`src/rtl/demux18_seq.sv`:
```
// Registered 1-to-8 demultiplexer with a built-in sequencer.
// It steers a bit to an addressed output, or rebuilds an 8-bit serial frame into parallel outputs.
module demux18_seq #(
  parameter bit AUTO_CLEAR = 1'b0
) (
  input  logic       clk,
  input  logic       rst,
  input  logic       d,
  input  logic [2:0] s,
  input  logic       load,
  input  logic       mode,
  input  logic       clr,
  output logic       y0,
  output logic       y1,
  output logic       y2,
  output logic       y3,
  output logic       y4,
  output logic       y5,
  output logic       y6,
  output logic       y7,
  output logic [2:0] ptr,
  output logic       frame_done
);

  typedef enum logic {
    ADDR = 1'b0,
    SEQ  = 1'b1
  } state_e;

  state_e     mode_q;
  logic [7:0] y_q;
  logic [7:0] shadow_q;
  logic [2:0] ptr_q;
  logic       done_q;

  // Shadow collects a frame bit by bit; y_q is only written as a whole when bit 7 arrives.
  always_ff @(posedge clk or posedge rst) begin
    if (rst) begin
      mode_q   <= ADDR;
      y_q      <= 8'h00;
      shadow_q <= 8'h00;
      ptr_q    <= 3'd0;
      done_q   <= 1'b0;
    end else begin
      mode_q <= state_e'(mode);
      done_q <= 1'b0;
      if (clr) begin
        y_q      <= 8'h00;
        shadow_q <= 8'h00;
        ptr_q    <= 3'd0;
      end else if (mode != logic'(mode_q)) begin
        shadow_q <= 8'h00;
        ptr_q    <= 3'd0;
      end else if (load) begin
        case (mode_q)
          ADDR: begin
            if (AUTO_CLEAR) y_q <= 8'h00;
            y_q[s] <= d;
            ptr_q  <= 3'd0;
          end
          SEQ: begin
            shadow_q[ptr_q] <= d;
            ptr_q           <= ptr_q + 3'd1;
            if (ptr_q == 3'd7) begin
              y_q    <= {d, shadow_q[6:0]};
              done_q <= 1'b1;
            end
          end
          default: ;
        endcase
      end
    end
  end

  assign {y7, y6, y5, y4, y3, y2, y1, y0} = y_q;
  assign ptr        = ptr_q;
  assign frame_done = done_q;

endmodule

```
`config.mk`:
```
export PLATFORM = sky130hd
export DESIGN_NAME = demux18_seq
export DESIGN_NICKNAME = d
export VERILOG_FILES = /design/src/rtl/demux18_seq.sv
export SDC_FILE = /design/constraint.sdc
export NUM_CORES = 1
export LEC_CHECK = 0
export CORE_MARGIN = 2
export CORE_UTILIZATION = 56
export CTS_CLUSTER_DIAMETER = 40
export DETAILED_ROUTE_END_ITERATION = 8
export GPL_ROUTABILITY_DRIVEN = 0
export GPL_TIMING_DRIVEN = 0
export PLACE_DENSITY_LB_ADDON = 0.15
export SETUP_SLACK_MARGIN = 0.02
export SYNTH_ARGS = -nofsm -noshare
export SYNTH_HDL_FRONTEND = slang
export SYNTH_SLANG_ARGS = --single-unit
```
`constraint.sdc`:
```
create_clock -name clk -period 3.5 [get_ports clk]
set_clock_uncertainty 0.05 [all_clocks]
set_input_delay 0.35 -clock clk [delete_from_list [all_inputs] [get_ports clk]]
set_output_delay 0.35 -clock clk [all_outputs]
set_load 0.01 [all_outputs]
```
==> reports/results.ini <==
[power]
p_switching_w=0.000120
p_clk_share_pct=30.9
pwr-share-comb_pct=16.1
seqPwrFrac_pct=53.0
p_sw_share_pct=26.9
peakVddDrop_uv=206
finalPower_w=0.000448
p_leak_nw=0.663
powerDensity_nw_per_um2=296
p_int_w=0.000327

[route]
via_per_inst=6.45
drt_first_iter_violations=24
wl_per_cell_um=16.6
drt_first_pass_iters=4
routed_wl_um=2810
antenna_left=0
route.detailed.drc=0
vias=1090

[worst_setup_path]
start_kind=register
regToRegSetupSlack_ns=1.49
reg2reg_to=y_q[1]
crit_slowest_cell=dfrtp_1
path_class=reg -> reg
required_ns=3.64
cp_slowest_stage_delay_ns=0.50
cp_max_fo=11
crit_arrival_ns=2.15
rr_worst_depth=5
cp-end-kind=register
path_cells=ha_1 -> ha_1 -> a41o_2 -> a31oi_1 -> mux2_1
r2r-start=ptr[1]
crit_path_frequent_cell=ha_1

[clocking]
cts_root_buf=clkbuf_4
clock-sinks=20
cts_setup_buffers=0
cts_buffers=3
cts_tree=yes
clock_latency_ns=0.30
clkSlewWorstSetupHoldPaths_ns=0.12
h-tree-depth=1
clk_path_buf_depth=2
cts_resized=0
hold_buffers=0

[timing]
finalSetupViolCount=0
relSlewSlack_pct=48.0
worst_slew_pin_slew_ns=0.779
fmax_mhz=498
timing.hold.ws_ns=0.281
finalHoldViolCount=0
min_period_ns=2.01
maxSlewViolCount=0
period_share_pct=57.3
rsz0062_at_grt=false
totalNegativeSetupSlack_ns=0

[yosys]
ys_ff_latch=20
yosys-top-cells-count=20 x dfrtp_1, 12 x o211ai_1, 7 x a31oi_1
synth-seq-area-share_pct=39.3
synth_top_area_share_pct=39.3
synthArstFlopShare_pct=100
synthCells=120
synth_cell_type_count=38
synth_ff_type=dfrtp_1
avgSynthCellArea_um2=10.6
synth_most_common_cell=dfrtp_1
synth_nets=131
yosys_warnings=0
synth_edf_count=0
synth_top_area_cell=dfrtp_1
syn_area_um2=1270
synth_area_leaders=dfrtp_1 39%, o211ai_1 7.1%, mux2_1 4.4%, mux2_2 4.4%, a22o_1 3.4%

[placed_design]
io_buffers=17
numPlacedInstances=165
dpl.hpwl_um=2070

[worst_hold_path]
worstHoldPathType=in -> reg
holdPathStages=2
worstHoldStart=clr
min_to=ptr[1]

[global_routing]
overflow=0
grt_max_degree=21
grt_antenna_before_repair=0
grt_pass1_wl_um=4570
grt_pass1_vias=1008
grtUsageTotal_pct=23.1

[finish]
drive_gt1_share_pct=17.7
nets=153
syn2layout_area_growth_pct=19.0
instances_no_fill=169
n_antenna_cell=0
final_core_util_pct=69.8
fill_cells=188

[floorplan]
fp.dieArea_um2=2670
num_rows=17
initial_utilization_pct=58.7
coreArea_um2=2170
io_pins=21
die_h_um=51.7
fp.dieW_um=51.7

[outcome]
outcome=finished, final reports clean

[job]
maxCapViolCount=0

## state kept, by name, indices dropped and copies added, names as in the netlist
signal      cells
shadow_q        7
frame_done      1
mode_q          1
y_q             8
ptr             3
## per-layer routing
layer  vias to the layer above  track usage, %  wire length, um
met1                       538            32.1             1300
met5                         -               0                0
met2                        31            37.4             1380
met3                         2            3.45              120
met4                         0            6.58               14
li1                        519               -                -
## logic make-up (layout without fill, tap and decap cells)
| group | Yosys count | after routing | share of synthesized area [%] |
|---|---|---|---|
| mux | 10 | 10 | 8.85 |
| simple gates | 38 | 38 | 20.5 |
| flops | 20 | 20 | 39.3 |
| compound gates | 34 | 34 | 21.1 |
| xor+xnor | 2 | 2 | 1.97 |
| buf+inv | 14 | 35 | 6.29 |
| fa+ha+maj | 2 | 2 | 1.97 |
## placed cells by master (no fill, tap or decap), types with 2 or more instances in the layout
master            n
nand3b_1          3
a32oi_1           3
clkbuf_1          3
and3b_1           2
and3_1            3
nor2_1            5
clkbuf_4          3
nor3b_1           2
dfrtp_1          20
or3b_2            3
mux2_1            5
nor3_1            2
buf_2             3
nand4_1           6
a41oi_1           2
nor2b_1           4
o211ai_1         12
clkdlybuf4s50_1  17
mux2_2            5
ha_1              2
a31oi_1           7
buf_4             2
a32o_1            2
a22o_1            5
inv_1             3
buf_6             2
## per-stage QoR
stage	setup slack [ns]	area [um2]
2_1_floorplan	1.65	1270
4_1_cts	1.51	1510
5_1_grt	1.39	1510
3_3_place_gp	1.48	1480
6_report	1.49	1510
3_5_place_dp	1.44	1480
## area by class of cell
class | count | area, um2 | share of cell area, %
Multi-Input combinational cell | 86 | 692 | 45.7
Sequential cell | 20 | 500 | 33.1
Timing Repair Buffer | 17 | 170 | 11.2
Buffer | 11 | 68.8 | 4.55
Clock buffer | 4 | 36.3 | 2.40
Tap cell | 28 | 35.0 | 2.31
Inverter | 3 | 11.3 | 0.744
## how the worst max path moves through the flow
stage,startpoint,depth (start not counted),to
3_5_place_dp,mode,6,y_q[7]
3_3_place_gp,mode,6,y_q[7]
6_report,ptr[1],5,y_q[1]
5_1_grt,ptr[1],5,y_q[1]
4_1_cts,ptr[1],5,y_q[1]
2_1_floorplan,ptr[1],5,y_q[3]
## power groups by stage
stage,clock network [W],logic [W],registers (W)
floorplan,0,0.0000471,0.000242
CTS,0.000140,0.0000714,0.000237
global route,0.000149,0.0000786,0.000238
detailed placement,0,0.0000712,0.000242
global placement,0,0.0000695,0.000241
finish,0.000139,0.0000720,0.000237
## critical path: cells and delay by family, from the launching register on
family	cells	cell delay, ns
compound gates	2	0.58
fa+ha+maj	2	0.41
flops	1	0.50
mux	1	0.36
Power figures use the tool's default switching activity.
